## config.mk

```make
export PLATFORM = sky130hd
export DESIGN_NAME = ldu_mq
export DESIGN_NICKNAME = d
export VERILOG_FILES = /design/src/rtl/ldu_mq.sv
export SDC_FILE = /design/constraint.sdc
export NUM_CORES = 1
export LEC_CHECK = 0
export CAP_MARGIN = 20
export CORE_MARGIN = 2
export CORE_UTILIZATION = 30
export CTS_BUF_LIST = sky130_fd_sc_hd__clkbuf_4
export CTS_CLUSTER_SIZE = 10
export DETAILED_ROUTE_END_ITERATION = 12
export GPL_ROUTABILITY_DRIVEN = 0
export SYNTH_ARGS = -nofsm -noshare
export SYNTH_HDL_FRONTEND = slang
export SYNTH_SLANG_ARGS = --single-unit
```

## constraint.sdc

```tcl
create_clock -name CLK -period 6.8 [get_ports CLK]
set_clock_uncertainty 0.05 [all_clocks]
set_input_delay 1.36 -clock CLK [delete_from_list [all_inputs] [get_ports CLK]]
set_output_delay 1.36 -clock CLK [all_outputs]
set_load 0.01 [all_outputs]
```

## src/rtl/ldu_mq.sv

```systemverilog
`default_nettype none
// +----------------------------------------------------------------------------+
// | Module      : ldu_mq                                                        |
// | Description : Misaligned-load queue; tracks the upper-word access of each   |
// |               misaligned load and re-issues it until it hits.              |
// | Revision    : 1.0 - initial release                                         |
// +----------------------------------------------------------------------------+
module ldu_mq #(
  parameter int LDU_MQ_ENTRIES     = 4,
  parameter int LOG_LDU_MQ_ENTRIES = $clog2(LDU_MQ_ENTRIES),
  parameter int LOG_LDU_CQ_ENTRIES = 4,
  parameter int PPN_WIDTH          = 22,
  parameter int VPN_WIDTH          = 20,
  parameter int PO_WIDTH           = 12
) (
  input  logic                          CLK,
  input  logic                          RST,
  input  logic                          ldu_mq_enq_valid,
  input  logic [LOG_LDU_CQ_ENTRIES-1:0] ldu_mq_enq_cq_index,
  input  logic [PO_WIDTH-3:0]           ldu_mq_enq_PO_word,
  input  logic [3:0]                    ldu_mq_enq_byte_mask,
  output logic                          ldu_mq_enq_ready,
  output logic [LOG_LDU_MQ_ENTRIES-1:0] ldu_mq_enq_index,
  input  logic [LOG_LDU_MQ_ENTRIES-1:0] ldu_mq_info_grab_mq_index,
  output logic [PPN_WIDTH-1:0]          ldu_mq_info_grab_PA_word,
  input  logic                          ldu_mq_info_ret_valid,
  input  logic [LOG_LDU_MQ_ENTRIES-1:0] ldu_mq_info_ret_mq_index,
  input  logic                          ldu_mq_info_ret_dtlb_hit,
  input  logic                          ldu_mq_info_ret_dcache_hit,
  input  logic                          ldu_mq_info_ret_is_mem,
  input  logic                          ldu_mq_info_ret_aq_blocking,
  input  logic [PPN_WIDTH-1:0]          ldu_mq_info_ret_PPN,
  input  logic [31:0]                   ldu_mq_info_ret_data,
  input  logic                          ldu_mq_wakeup_valid,
  output logic                          second_try_valid,
  output logic [PPN_WIDTH-1:0]          second_try_PPN,
  output logic [PO_WIDTH-3:0]           second_try_PO_word,
  output logic [3:0]                    second_try_byte_mask,
  output logic [LOG_LDU_CQ_ENTRIES-1:0] second_try_cq_index,
  output logic [LOG_LDU_MQ_ENTRIES-1:0] second_try_mq_index,
  input  logic                          second_try_ack,
  output logic                          ldu_mq_done_valid,
  output logic [LOG_LDU_CQ_ENTRIES-1:0] ldu_mq_done_cq_index,
  output logic                          ldu_mq_done_tlb_miss,
  output logic                          ldu_mq_done_is_mem,
  output logic [31:0]                   ldu_mq_done_data,
  input  logic                          ldu_mq_dealloc_valid,
  input  logic [LOG_LDU_MQ_ENTRIES-1:0] ldu_mq_dealloc_mq_index,
  input  logic                          ldu_mq_flush_valid
);

  localparam logic [2:0] c_ST_FREE      = 3'd0;
  localparam logic [2:0] c_ST_WAIT_RET  = 3'd1;
  localparam logic [2:0] c_ST_WAIT_WAKE = 3'd2;
  localparam logic [2:0] c_ST_READY     = 3'd3;
  localparam logic [2:0] c_ST_DONE      = 3'd4;

  logic [2:0]                    r_state     [LDU_MQ_ENTRIES];
  logic [2:0]                    w_state_nxt [LDU_MQ_ENTRIES];
  logic [LOG_LDU_CQ_ENTRIES-1:0] r_cq_index  [LDU_MQ_ENTRIES];
  logic [PO_WIDTH-3:0]           r_po_word   [LDU_MQ_ENTRIES];
  logic [3:0]                    r_byte_mask [LDU_MQ_ENTRIES];
  logic [PPN_WIDTH-1:0]          r_ppn       [LDU_MQ_ENTRIES];
  logic [31:0]                   r_data      [LDU_MQ_ENTRIES];
  logic                          r_is_mem    [LDU_MQ_ENTRIES];

  logic [LDU_MQ_ENTRIES-1:0]     w_free;
  logic [LDU_MQ_ENTRIES-1:0]     w_ready;
  logic [LOG_LDU_MQ_ENTRIES-1:0] w_enq_idx;
  logic [LOG_LDU_MQ_ENTRIES-1:0] w_sel_idx;
  logic                          w_sel_valid;
  logic                          w_enq_fire;
  logic                          w_ret_fire;
  logic                          w_ret_to_done;

  logic                          r_done_valid;
  logic [LOG_LDU_CQ_ENTRIES-1:0] r_done_cq_index;
  logic                          r_done_tlb_miss;
  logic                          r_done_is_mem;
  logic [31:0]                   r_done_data;

  generate
    for (genvar gi = 0; gi < LDU_MQ_ENTRIES; gi++) begin : g_entry
      assign w_free[gi]  = (r_state[gi] == c_ST_FREE);
      assign w_ready[gi] = (r_state[gi] == c_ST_READY);
    end
  endgenerate

  // Flush wins over every other event, so it gates all fire strobes.
  assign w_enq_fire    = ldu_mq_enq_valid & ldu_mq_enq_ready & ~ldu_mq_flush_valid;
  assign w_ret_fire    = ldu_mq_info_ret_valid & ~ldu_mq_flush_valid &
                         (r_state[ldu_mq_info_ret_mq_index] == c_ST_WAIT_RET);
  assign w_ret_to_done = ~ldu_mq_info_ret_dtlb_hit |
                         (ldu_mq_info_ret_dcache_hit & ~ldu_mq_info_ret_aq_blocking);

  // State register
  always_ff @(posedge CLK or posedge RST) begin
    if (RST) begin
      for (int i = 0; i < LDU_MQ_ENTRIES; i++) r_state[i] <= c_ST_FREE;
    end else begin
      for (int i = 0; i < LDU_MQ_ENTRIES; i++) r_state[i] <= w_state_nxt[i];
    end
  end

  // Next-state logic; each event only acts on entries in its source state
  always_comb begin
    for (int i = 0; i < LDU_MQ_ENTRIES; i++) begin
      w_state_nxt[i] = r_state[i];
      if (ldu_mq_flush_valid) begin
        w_state_nxt[i] = c_ST_FREE;
      end else begin
        case (r_state[i])
          c_ST_FREE: begin
            if (w_enq_fire && (w_enq_idx == LOG_LDU_MQ_ENTRIES'(i)))
              w_state_nxt[i] = c_ST_WAIT_RET;
          end
          c_ST_WAIT_RET: begin
            if (ldu_mq_info_ret_valid && (ldu_mq_info_ret_mq_index == LOG_LDU_MQ_ENTRIES'(i)))
              w_state_nxt[i] = w_ret_to_done ? c_ST_DONE : c_ST_WAIT_WAKE;
          end
          c_ST_WAIT_WAKE: begin
            if (ldu_mq_wakeup_valid) w_state_nxt[i] = c_ST_READY;
          end
          c_ST_READY: begin
            if (second_try_ack && (w_sel_idx == LOG_LDU_MQ_ENTRIES'(i)))
              w_state_nxt[i] = c_ST_WAIT_RET;
          end
          c_ST_DONE: begin
            if (ldu_mq_dealloc_valid && (ldu_mq_dealloc_mq_index == LOG_LDU_MQ_ENTRIES'(i)))
              w_state_nxt[i] = c_ST_FREE;
          end
          default: w_state_nxt[i] = c_ST_FREE;
        endcase
      end
    end
  end

  // Output logic: lowest-index priority pick for allocation and re-issue
  always_comb begin
    w_enq_idx = '0;
    w_sel_idx = '0;
    for (int i = LDU_MQ_ENTRIES - 1; i >= 0; i--) begin
      if (w_free[i])  w_enq_idx = LOG_LDU_MQ_ENTRIES'(i);
      if (w_ready[i]) w_sel_idx = LOG_LDU_MQ_ENTRIES'(i);
    end
  end

  assign w_sel_valid              = |w_ready;
  assign ldu_mq_enq_ready         = |w_free;
  assign ldu_mq_enq_index         = w_enq_idx;
  assign ldu_mq_info_grab_PA_word = r_ppn[ldu_mq_info_grab_mq_index];

  assign second_try_valid     = w_sel_valid;
  assign second_try_PPN       = w_sel_valid ? r_ppn[w_sel_idx]       : '0;
  assign second_try_PO_word   = w_sel_valid ? r_po_word[w_sel_idx]   : '0;
  assign second_try_byte_mask = w_sel_valid ? r_byte_mask[w_sel_idx] : '0;
  assign second_try_cq_index  = w_sel_valid ? r_cq_index[w_sel_idx]  : '0;
  assign second_try_mq_index  = w_sel_valid ? w_sel_idx              : '0;

  // Per-entry payload
  always_ff @(posedge CLK or posedge RST) begin
    if (RST) begin
      for (int i = 0; i < LDU_MQ_ENTRIES; i++) begin
        r_cq_index[i]  <= '0;
        r_po_word[i]   <= '0;
        r_byte_mask[i] <= '0;
        r_ppn[i]       <= '0;
        r_data[i]      <= '0;
        r_is_mem[i]    <= 1'b0;
      end
    end else begin
      for (int i = 0; i < LDU_MQ_ENTRIES; i++) begin
        if (w_enq_fire && (w_enq_idx == LOG_LDU_MQ_ENTRIES'(i))) begin
          r_cq_index[i]  <= ldu_mq_enq_cq_index;
          r_po_word[i]   <= ldu_mq_enq_PO_word;
          r_byte_mask[i] <= ldu_mq_enq_byte_mask;
        end
        if (w_ret_fire && ldu_mq_info_ret_dtlb_hit &&
            (ldu_mq_info_ret_mq_index == LOG_LDU_MQ_ENTRIES'(i))) begin
          r_ppn[i]    <= ldu_mq_info_ret_PPN;
          r_is_mem[i] <= ldu_mq_info_ret_is_mem;
          if (ldu_mq_info_ret_dcache_hit && !ldu_mq_info_ret_aq_blocking)
            r_data[i] <= ldu_mq_info_ret_data;
        end
      end
    end
  end

  // Completion pulse; only a RET result can move an entry into DONE
  always_ff @(posedge CLK or posedge RST) begin
    if (RST) begin
      r_done_valid    <= 1'b0;
      r_done_cq_index <= '0;
      r_done_tlb_miss <= 1'b0;
      r_done_is_mem   <= 1'b0;
      r_done_data     <= '0;
    end else begin
      r_done_valid <= w_ret_fire & w_ret_to_done;
      if (w_ret_fire && w_ret_to_done) begin
        r_done_cq_index <= r_cq_index[ldu_mq_info_ret_mq_index];
        r_done_tlb_miss <= ~ldu_mq_info_ret_dtlb_hit;
        r_done_is_mem   <= ldu_mq_info_ret_dtlb_hit & ldu_mq_info_ret_is_mem;
        r_done_data     <= ldu_mq_info_ret_dtlb_hit ? ldu_mq_info_ret_data : 32'd0;
      end
    end
  end

  assign ldu_mq_done_valid    = r_done_valid;
  assign ldu_mq_done_cq_index = r_done_cq_index;
  assign ldu_mq_done_tlb_miss = r_done_tlb_miss;
  assign ldu_mq_done_is_mem   = r_done_is_mem;
  assign ldu_mq_done_data     = r_done_data;

endmodule
`default_nettype wire

```

Yosys cells after proc, flatten, opt, wreduce, memory -nomap -nowiden
Cells that the tools add are included.
{"block": "word_totals", "reg_bits": 211, "inputBits": 90, "out_inout_bits": 107, "elab_cells": 188}
{"block": "op_classes", "magnitude_cmp": 3, "n_eq_ne": 49, "n_mux": 61, "n_bitwise": 14, "n_reduce_logical": 36}
{"operator": "two-way mux 22 bit", "n": 5}
{"operator": "binary-select mux 22 bit (select 2 bit)", "n": 2}
{"operator": "two-way mux 3 bit", "n": 24}
{"operator": "case mux 3 bit (5 select lines)", "n": 4}
{"operator": "!= test 3 bit (second input constant)", "n": 12}
{"operator": "two-way mux 32 bit", "n": 1}
{"operator": "two-way mux 4 bit", "n": 8}
{"operator": "two-way mux 10 bit", "n": 3}
{"operator": "binary-select mux 4 bit (select 2 bit)", "n": 3}
{"operator": "equality test 3 x 2 -> 1 bit (second input constant)", "n": 8}
{"operator": "!= test 3 x 2 -> 1 bit (second input constant)", "n": 8}
{"operator": "logical AND 1 bit", "n": 22}
{"operator": "binary-select mux 10 bit (select 2 bit)", "n": 1}
{"operator": "AND reduction 5 bit", "n": 4}
{"operator": "two-way mux 2 bit", "n": 9}
{"operator": "equality test 2 bit (second input constant)", "n": 8}
{"operator": "equality test 3 x 1 -> 1 bit (second input constant)", "n": 5}
{"operator": "equality test 3 bit (second input constant)", "n": 4}
{"operator": "zero test 3 bit", "n": 4}
{"operator": "greater-or-equal comparator 3 bit (second input constant)", "n": 3}
{"operator": "inverter 2 -> 3 bit", "n": 3}
{"operator": "equality test 2 x 1 -> 1 bit (second input constant)", "n": 4}
{"operator": "zero test 2 bit", "n": 4}
{"operator": "OR reduction 4 bit", "n": 2}
{"operator": "4 further kinds", "n": 12}

Logic depth before layout (Yosys ltp)
Gate-level depths: netlist of the first run.
{"block": "depth", "depth_word": 10, "depth_mapped": 7, "depth_no_buf": 4}

Worst setup path before layout of the first run
No wires, ideal clock.
{"block": "synth_path", "path_type": "input to output", "startpoint": "in ldu_mq_info_grab_mq_index[1]", "endpoint": "out ldu_mq_info_grab_PA_word[10]", "t_arrival_ns": 2.198, "required_ns": 5.390, "slack_ns": 3.192, "stages": 2, "cell_sequence": "buf_2 > mux4_2"}
{"block": "synth_via", "elab_chain_cells": 4}
{"element": "start, declared", "line": "24", "source": "input logic [LOG_LDU_MQ_ENTRIES-1:0] ldu_mq_info_grab_mq_index,"}
{"element": "inverter 2 -> 3 bit (implied by the code)", "line": "151", "source": "assign ldu_mq_info_grab_PA_word = r_ppn[ldu_mq_info_grab_mq_index];"}
{"element": "binary-select mux 22 bit (select 2 bit)", "line": "151"}
{"element": "two-way mux 22 bit (implied by the code) (2 in series)", "line": "151"}
{"element": "end, declared", "line": "25", "source": "output logic [PPN_WIDTH-1:0] ldu_mq_info_grab_PA_word,"}
No other way between the ends. The select of a mux whose other input is x is not followed.

Final worst setup path of the first run
{"block": "layout_path", "startpoint": "reg r_state[11] (netlist bit)", "endpoint": "out second_try_cq_index[3]"}
{"block": "layout_via", "elab_chain_cells": 7, "word_cells_on_any_way": 8, "cone_classes": "eq/ne: 1; mux: 5; bitwise: 1; reduce/logical: 1"}
{"element": "start, declared", "line": "58", "source": "logic [2:0] r_state [LDU_MQ_ENTRIES];"}
{"element": "equality test 3 x 2 -> 1 bit (*)", "line": "85", "source": "assign w_ready[gi] = (r_state[gi] == c_ST_READY);"}
{"element": "two-way mux 2 bit", "line": "144", "source": "if (w_ready[i]) w_sel_idx = LOG_LDU_MQ_ENTRIES'(i);"}
{"element": "inverter 2 -> 3 bit (implied by the code)", "line": "157", "source": "assign second_try_cq_index = w_sel_valid ? r_cq_index[w_sel_idx] : '0;"}
{"element": "binary-select mux 4 bit (select 2 bit)", "line": "157"}
{"element": "two-way mux 4 bit (implied by the code) (2 in series)", "line": "157"}
{"element": "two-way mux 4 bit (*)", "line": "157"}
{"element": "end, declared", "line": "39", "source": "output logic [LOG_LDU_CQ_ENTRIES-1:0] second_try_cq_index,"}
Every way passes the cells marked *; elsewhere a longest branch is shown, timed or not. The select of a mux whose other input is x is not followed.

==> metrics.txt, run 1 <==
status=finished, final reports clean; Hold WC Path Type=flop to flop; register area=5280 um^2; number of synthesized register bits=211; DP Area=12800 um^2; vias in the first global route=7846; Initial Util=30.3%; CP Max Fanout=41; first-pass GRT wire length=45.6 mm; Avg WL per Cell=19.5 um; Worst Path Arrival=4.01 ns; Int Power=0.00278 W; most common flop cell mapped by yosys=dfrtp_1; maximum VDD drop=0.160 mV; height of the die=190 um; worst setup path endpoint=second_try_cq_index[3]; mapped cell area=10400 um^2; Clock power frac=28.2%; startpoint types=flop; Mapped Cells=747; antenna violations before repair=2; FMAX=184 MHz; Syn-to-layout area delta=29.1%; Post-synth ARST share=100%; core area=34400 um^2; Tcrit/Tclk final=79.7%; DP Wirelength=18.1 mm; WL final=28.4 mm; detailed router's first-iteration violation count=430; PD cells=292 nW/um^2; final hold vios=0; H-tree levels=2; layout cell share with drive strength beyond 1=29.6%; sequential share of the synthesized area=50.6%; footprint of the multi-input gates=4790 um^2; Critical Path RT=5.39 ns; Combinational Power Share=25.6%; Tightest Pin Transition=1.12 ns; R2R setup slack=4.12 ns; Routed Antenna Nets=0; CTS sink count=211; Fin Setup TNS=0 ns; Design Area, Final=13500 um^2; switching part of the total=29.4%; Final setup viols=0; CP Launch Point=r_state[11]; warnings from Yosys=0; Die Footprint=36300 um^2; Root Driver=clkbuf_4; switching power=0.00116 W; CTS tree=yes; Port Buffer Count=196; nets=1048; GRT Residual Overflow=0; clock insertion delay at the later pin of the skew report=0.78 ns; Mapped Nets=837; Post-synth EDFFs=0; Max-Cap Viols=0; Pins Over Slew Limit=0; Netlist cell types=60; Reg power frac=46.2%; final core occ=39.2%; Leakage=5.85 nW; fill count=3299; largest net degree at the start of global routing=97; most frequent cells in the layout=dfrtp_1, clkdlybuf4s50_1, clkbuf_4, mux2_4, mux2_2; Global Route Usage Sum=16.1%; Rows=68; r2r endpoint=r_state[6]; Horiz. Die Dim=190 um; post-CTS setup buffer count=0; Max Root-Sink Buffers=3; minimum clock period=5.42 ns; Worst-path clk slew=0.06 ns; via count=7478; CP Capture Type=output port; commonest non-fill, non-tap cell in the layout=dfrtp_1; Avg Synthesized Cell Area=14.0 um^2; clock buffer count from CTS=59; Hold-fix buffers, CTS=0; drt drc=0; cts repair resizes=0; vias per cell=5.13; R2R Path Start=r_state[9]; Worst Setup Path Type=flop to output port; first-pass iteration count of the detailed router=5; Rel. slew slack=24.8%; number of cells on the worst reg-to-reg path=4; RSZ-0062 raised after global routing=no; IO Count=197
==> registers in the layout, summed over array words and instances (netlist names) <==
register              count
ldu_mq_done_is_mem        1
r_po_word                40
r_byte_mask              16
r_ppn                    88
r_cq_index               16
r_state                  12
ldu_mq_done_valid         1
ldu_mq_done_data         32
ldu_mq_done_tlb_miss      1
ldu_mq_done_cq_index      4
==> worst min-delay path by stage <==
| stage | from | end | cells after the start |
|---|---|---|---|
| 2_1_floorplan | r_po_word[2] | r_po_word[2] | 1 |
| 3_3_place_gp | r_po_word[2] | r_po_word[2] | 1 |
| 3_5_place_dp | r_po_word[6] | r_po_word[6] | 1 |
| 4_1_cts | r_po_word[6] | r_po_word[6] | 1 |
| 5_1_grt | r_po_word[8] | r_po_word[8] | 1 |
| 6_report | r_po_word[5] | r_po_word[5] | 1 |
==> worst max-delay path: stages (launching register included) <==
cell             delay (ns)
dfrtp_1                0.50
nand3b_1               0.17
buf_4                  0.51
nand2_1                0.21
nor2_4                 0.68
buf_4                  0.37
o2bb2ai_1              0.14
clkdlybuf4s50_1        0.64
==> metrics by stage <==
step	hold WS, ns	setup WS (ns)	total power [W]	instances
after global placement	0.417	1.93	0.00283	1352
final	0.440	1.38	0.00394	1457
after detailed placement	0.426	1.87	0.00285	1352
after floorplan	0.409	2.65	0.00239	747
after global routing	0.466	1.12	0.00418	1457
after CTS	0.440	1.24	0.00400	1455
==> logic make-up after synthesis <==
family / Yosys count / share of synthesized area (%)
compound gates: 152 / 12.6
simple gates: 120 / 6.54
flops: 211 / 50.6
buf+inv: 71 / 3.60
mux: 193 / 26.6
==> power groups by stage <==
stage          Clock (W)  Sequential, W  Combinational, W
2_1_floorplan          0        0.00180          0.000595
3_3_place_gp           0        0.00182           0.00100
3_5_place_dp           0        0.00183           0.00102
4_1_cts          0.00117        0.00182           0.00102
5_1_grt          0.00123        0.00186           0.00109
6_report         0.00111        0.00182           0.00101
==> Yosys cell counts (2+ instances only) <==
cell | count | area share [%]
nor3_1 | 8 | 0.38
nand3b_1 | 5 | 0.36
nand2b_1 | 3 | 0.18
clkbuf_1 | 25 | 0.90
nand2_1 | 10 | 0.36
o41ai_1 | 4 | 0.34
nand3_2 | 3 | 0.29
a22o_1 | 33 | 2.8
or3_1 | 4 | 0.24
mux2_1 | 14 | 1.5
buf_2 | 20 | 0.96
o21ai_0 | 3 | 0.14
inv_1 | 13 | 0.47
a21oi_1 | 6 | 0.29
nor3b_1 | 4 | 0.29
nand3_1 | 6 | 0.29
a31oi_1 | 4 | 0.24
buf_4 | 2 | 0.14
a22oi_1 | 2 | 0.14
nor4_4 | 2 | 0.41
nor3_4 | 2 | 0.31
nor2_1 | 55 | 2.0
mux2_2 | 71 | 7.7
mux4_2 | 27 | 5.8
o211a_1 | 3 | 0.29
mux2_4 | 80 | 12
o2bb2ai_1 | 40 | 3.4
dfrtp_1 | 211 | 51
a221oi_1 | 40 | 3.4
and3b_1 | 4 | 0.34
buf_6 | 10 | 1.1
a2111oi_0 | 2 | 0.17
nor2b_1 | 4 | 0.24
==> per-layer routing <==
metal / global-route usage (%) / share of wire (%) / up-vias
met5: 0 / 0.046 / -
met4: 6.08 / 2.2 / 2
met3: 4.09 / 6.8 / 48
met2: 24.1 / 45 / 279
met1: 22.5 / 46 / 3808
li1: - / - / 3341
==> final cells by class <==
type                    instances  share of cell area, %
diodes                          2                 0.0372
clock buffers                  82                   4.57
clock inverters                21                  0.641
inverters                      13                  0.390
multi-input cells             465                   35.6
flip-flops and latches        211                   39.2
well taps                     455                   4.23
repair buffers                208                   15.3
Power figures use the tool's default switching activity.
==> inputs of run 2 (changes only) <==
Clock period 6.8 ns to 5.5 ns, I/O delays scaled along.
==> metrics.txt, run 2 (synthesis results as in run 1) <==
status=finished, final reports clean (unchanged); clock buffer count from CTS=61 (was 59); worst hold endpoint=r_po_word[7] (was r_po_word[5]); Global Route Usage Sum=15.9% (was 16.1%); largest net degree at the start of global routing=112 (was 97); Fin Setup TNS=0 ns (unchanged); post-CTS setup buffer count=0 (unchanged); first-pass iteration count of the detailed router=4 (was 5); cts repair resizes=0 (unchanged); DP Wirelength=17.8 mm (was 18.1 mm); vias per cell=5.09 (was 5.13); FMAX=213 MHz; Root Driver=clkbuf_4 (unchanged); footprint of the multi-input gates=4790 um^2 (unchanged); PD cells=364 nW/um^2 (was 292 nW/um^2); minimum clock period=4.69 ns; number of cells on the worst reg-to-reg path=4 (unchanged); Port Buffer Count=196 (unchanged); CTS tree=yes (unchanged); Hold WC Path Type=flop to flop (unchanged); Worst-path clk slew=0.06 ns (about the same); Worst Setup Path Type=flop to output port (unchanged); Tcrit/Tclk final=85.3%; H-tree levels=2 (unchanged); RSZ-0062 raised after global routing=no (unchanged); Worst Path Arrival=3.54 ns (was 4.01 ns); Initial Util=30.3% (unchanged); drt drc=0 (unchanged); core area=34400 um^2 (unchanged); vias in the first global route=7756 (was 7846); Worst path max stage delay=0.75 ns (was 0.68 ns); Rows=68 (unchanged); final core occ=39.4% (was 39.2%); Hold Crit Start=r_po_word[7] (was r_po_word[5]); maximum VDD drop=0.193 mV (was 0.160 mV); antenna violations before repair=1 (was 2); Max-Cap Viols=0 (unchanged); CP Max Fanout=26 (was 41); CTS sink count=211 (unchanged); Most flops, register=r_ppn (unchanged); Tightest Pin Transition=1.14 ns (was 1.12 ns); height of the die=190 um (unchanged); Hold Worst Slack=0.437 ns (was 0.440 ns); WHS Path Cells=1 (unchanged); clock insertion delay at the later pin of the skew report=0.70 ns (was 0.78 ns); r2r endpoint=r_state[6] (unchanged); Pins Over Slew Limit=0 (unchanged); Final setup viols=0 (unchanged); Design Area, Final=13500 um^2 (about the same); IO Count=197 (unchanged); Routed Antenna Nets=0 (unchanged); GRT Residual Overflow=0 (unchanged); R2R setup slack=2.64 ns (was 4.12 ns); Hold-fix buffers, CTS=0 (unchanged); Syn-to-layout area delta=29.8% (was 29.1%); Slowest-stage cell, CP=nor2_4 (unchanged); first-pass GRT wire length=45.0 mm (was 45.6 mm); fill count=3327 (was 3299); startpoint types=flop (unchanged); Avg WL per Cell=19.7 um (was 19.5 um); detailed router's first-iteration violation count=320 (was 430); DP Area=12800 um^2 (about the same); Rel. slew slack=24.1% (was 24.8%); CP Cell Sequence=nand3b_1, nor2_4, buf_4, a221oi_1, o2bb2ai_1, clkdlybuf4s50_1 (was nand3b_1, buf_4, nand2_1, nor2_4, buf_4, o2bb2ai_1, clkdlybuf4s50_1); WL final=28.8 mm (was 28.4 mm); via count=7455 (was 7478); CP Capture Type=output port (unchanged); Horiz. Die Dim=190 um (unchanged); nets=1052 (was 1048); register area=5280 um^2 (unchanged); R2R Path Start=r_state[9] (unchanged); Max Root-Sink Buffers=3 (unchanged); Die Footprint=36300 um^2 (unchanged); max reg flops=88 (unchanged); Critical Path RT=4.35 ns (was 5.39 ns); commonest non-fill, non-tap cell in the layout=dfrtp_1 (unchanged); most frequent cells in the layout=dfrtp_1, clkdlybuf4s50_1, clkbuf_4, mux2_4, mux2_2 (unchanged); final hold vios=0 (unchanged); Leakage=5.90 nW (was 5.85 nW); layout cell share with drive strength beyond 1=30.3% (was 29.6%)
## run 2: changes by cell type in the layout (fill, tap and decap cells not counted)
cell,change
clkinvlp_4,-2
clkinv_4,+1
diode_2,-1
buf_4,+1
clkinv_2,+2
clkbuf_4,+7
buf_8,+1
## run 2: cell type report
type,instances,area share [%]
clock inverter,22,0.665
tap,455,4.21
timing repair buffer,210,15.4
multi-input combinational,465,35.4
inverter,13,0.388
clock buffer,89,4.94
antenna,1,0.0185
sequential,211,39.0
## run 2: worst max path at each step
stage               slack (ns)                        start  depth (start not counted)                 endpoint
floorplan                 1.61                          RST                          1  ldu_mq_done_cq_index[0]
global placement          1.43  ldu_mq_info_ret_mq_index[0]                          5  ldu_mq_done_cq_index[0]
detailed placement        1.34  ldu_mq_info_ret_mq_index[0]                          5  ldu_mq_done_cq_index[3]
CTS                       0.76                   r_state[8]                          6  second_try_byte_mask[0]
global route              0.61                   r_state[3]                          6  second_try_byte_mask[0]
finish                    0.81                   r_state[3]                          6       second_try_PPN[20]
## run 2: critical path: cells and delay by family (launching register included)
family                 cells  cell delay (ns)
buffers and inverters      2             0.98
AOI/OAI and AO/OA          2             0.37
DFF                        1             0.52
and+or+nand+nor            2             0.99
## run 2: routing by layer
metal  GRT usage (%)  vias up  wire (um)
met4            5.31        0        588
met1            22.1     3794      13200
met5               0        -          0
li1                -     3350          -
met3            3.81       46       1820
met2            24.4      265      13200
## run 2: stage by stage
step | setup slack (ns) | std cells | total power [W]
2_1_floorplan | 1.61 | 747 | 0.00296
3_3_place_gp | 1.43 | 1353 | 0.00349
3_5_place_dp | 1.34 | 1353 | 0.00352
4_1_cts | 0.755 | 1464 | 0.00500
5_1_grt | 0.614 | 1466 | 0.00522
6_report | 0.808 | 1466 | 0.00492
## run 2: report_power, final
group	switching [W]	internal, W
registers	0.000283	0.00197
logic	0.000462	0.000789
clock network	0.000681	0.000740
==> inputs of run 3 (changes only) <==
Settings changed: ABC_CLOCK_PERIOD_IN_PS set to 5500, CORE_UTILIZATION 30 to 51, PLACE_DENSITY set to 0.78.
==> metrics.txt, run 3 (synthesis results as in run 1) <==
IO Count=197 (unchanged); Crit path max-delay family=simple AND/OR/NAND/NOR gates (unchanged); Hold WC Path Type=flop to flop (unchanged); maximum VDD drop=0.247 mV (was 0.193 mV); Rel. slew slack=27.9% (was 24.1%); GRT Residual Overflow=0 (unchanged); Final setup viols=0 (unchanged); max reg flops=88 (unchanged); Leakage=5.86 nW (was 5.90 nW); Max-Cap Viols=0 (unchanged); layout cell share with drive strength beyond 1=29.3% (was 30.3%); status=finished, final reports clean (unchanged); Tcrit/Tclk final=88.0% (was 85.3%); Tightest Pin Transition=1.08 ns (was 1.14 ns); Port Buffer Count=196 (unchanged); most frequent cells in the layout=dfrtp_1, clkdlybuf4s50_1, mux2_4, clkbuf_4, mux2_2 (was dfrtp_1, clkdlybuf4s50_1, clkbuf_4, mux2_4, mux2_2); Root Driver=clkbuf_4 (unchanged); nets=1046 (was 1052); CP Capture Type=output port (unchanged); CTS sink count=211 (unchanged); clock buffer count from CTS=55 (was 61); drt drc=0 (unchanged); DP Wirelength=16.8 mm (was 17.8 mm); Syn-to-layout area delta=27.1% (was 29.8%); final hold vios=0 (unchanged); Fin Setup TNS=0 ns (unchanged); Horiz. Die Dim=147 um (was 190 um); Hold-fix buffers, CTS=0 (unchanged); H-tree levels=2 (unchanged); CTS tree=yes (unchanged); Ant. Diodes=0 (was 1); detailed router's first-iteration violation count=445 (was 320); Worst Setup Path Type=flop to output port (unchanged); vias in the first global route=7744 (was 7756); Global Route Usage Sum=24.4% (was 15.9%); first-pass GRT wire length=42.1 mm (was 45.0 mm); CP Buf/Inv Count=2 (unchanged); Max Root-Sink Buffers=3 (unchanged); Worst-path clk slew=0.07 ns (was 0.06 ns); Most flops, register=r_ppn (unchanged); Routed Antenna Nets=0 (unchanged); core area=20200 um^2 (was 34400 um^2); height of the die=147 um (was 190 um); vias per cell=5.96 (was 5.09); Die Footprint=21600 um^2 (was 36300 um^2); antenna violations before repair=0 (was 1); PD cells=368 nW/um^2 (was 364 nW/um^2); largest net degree at the start of global routing=106 (was 112); Hold Worst Slack=0.439 ns (was 0.437 ns); FMAX=207 MHz (was 213 MHz); CP Cell Sequence=and3b_2, nor2_4, buf_4, a221oi_1, o2bb2ai_1, clkdlybuf4s50_1 (was nand3b_1, nor2_4, buf_4, a221oi_1, o2bb2ai_1, clkdlybuf4s50_1); startpoint types=flop (unchanged); fill count=1507 (was 3327); Rows=52 (was 68); RSZ-0062 raised after global routing=no (unchanged); via count=7563 (was 7455); first-pass iteration count of the detailed router=4 (unchanged); post-CTS setup buffer count=0 (unchanged); register area=5280 um^2 (unchanged); Avg WL per Cell=20.7 um (was 19.7 um); Worst path max stage delay=0.96 ns (was 0.75 ns); Initial Util=51.7% (was 30.3%); Pins Over Slew Limit=0 (unchanged); commonest non-fill, non-tap cell in the layout=dfrtp_1 (unchanged); Critical Path RT=4.35 ns (about the same); clock insertion delay at the later pin of the skew report=0.66 ns (was 0.70 ns); minimum clock period=4.84 ns (was 4.69 ns); CP Max Fanout=44 (was 26); Slowest-stage cell, CP=and3b_2 (was nor2_4); footprint of the multi-input gates=4790 um^2 (unchanged); cts repair resizes=0 (unchanged); WL final=26.3 mm (was 28.8 mm); Worst Path Arrival=3.69 ns (was 3.54 ns)
[run 3: cell types whose count changed in the layout (fill, tap and decap cells not counted)]
cell / before / now
clkbuf_4: 89 / 74
bufinv_16: 0 / 2
buf_2: 1 / 0
buf_4: 12 / 13
buf_8: 1 / 0
clkdlybuf4s50_1: 195 / 196
clkinv_1: 18 / 19
diode_2: 1 / 0
[run 3: path summary, 6_finish.rpt]
check,start,to,cells after the start,slack (ns)
hold reg to reg,r_po_word[2],r_po_word[2],1,0.44
hold / removal,r_po_word[2],r_po_word[2],1,0.44
min in group asynchronous,RST,r_po_word[6],2,0.79
setup / recovery,r_state[7],second_try_cq_index[1],6,0.66
setup reg to reg,r_state[7],r_state[6],4,2.77
max in group asynchronous,RST,r_ppn[27],3,3.67
[run 3: worst register-to-register path: stages, from the launching register on]
cell	delay (ns)
dfrtp_1	0.49
and3b_2	0.96
o21ai_0	0.41
o311ai_0	0.29
mux2_2	0.40
[run 3: cell type report]
type,instances,share of cell area [%]
clock buffer,74,4.19
timing repair buffer,210,15.7
tap,270,2.55
inverter,13,0.397
multi-input combinational,465,36.2
clock inverter,25,1.16
sequential,211,39.8
[run 3: routing by layer]
layer  routed length [um]  GRT usage [%]  part of all wire [%]  up-vias
li1                     -              -                     -     3332
met5                    0              0                     0        -
met1                11400           34.9                    43     3813
met3                 2360           5.81                   9.0       36
met2                12300           37.7                    47      382
met4                  329           6.44                   1.3        0
[run 3: metrics by stage]
step / cell area [um^2] / total power [W] / utilization [%] / cells / setup WS (ns)
6_report: 13300 / 0.00487 / 65.7 / 1268 / 0.660
5_1_grt: 13300 / 0.00513 / 65.7 / 1268 / 0.406
4_1_cts: 13300 / 0.00491 / 65.7 / 1268 / 0.643
3_5_place_dp: 12500 / 0.00353 / 62.2 / 1169 / 1.32
3_3_place_gp: 12500 / 0.00348 / 62.2 / 1169 / 1.32
2_1_floorplan: 10400 / 0.00296 / - / 747 / 1.61
[run 3: where the power goes]
group | total [W] | internal [W] | switching (W) | leakage, nW
combinational | 0.00125 | 0.000786 | 0.000460 | 2.63
sequential | 0.00226 | 0.00196 | 0.000299 | 2.81
clock | 0.00136 | 0.000722 | 0.000640 | 0.415
total | 0.00487 | 0.00347 | 0.00140 | 5.86
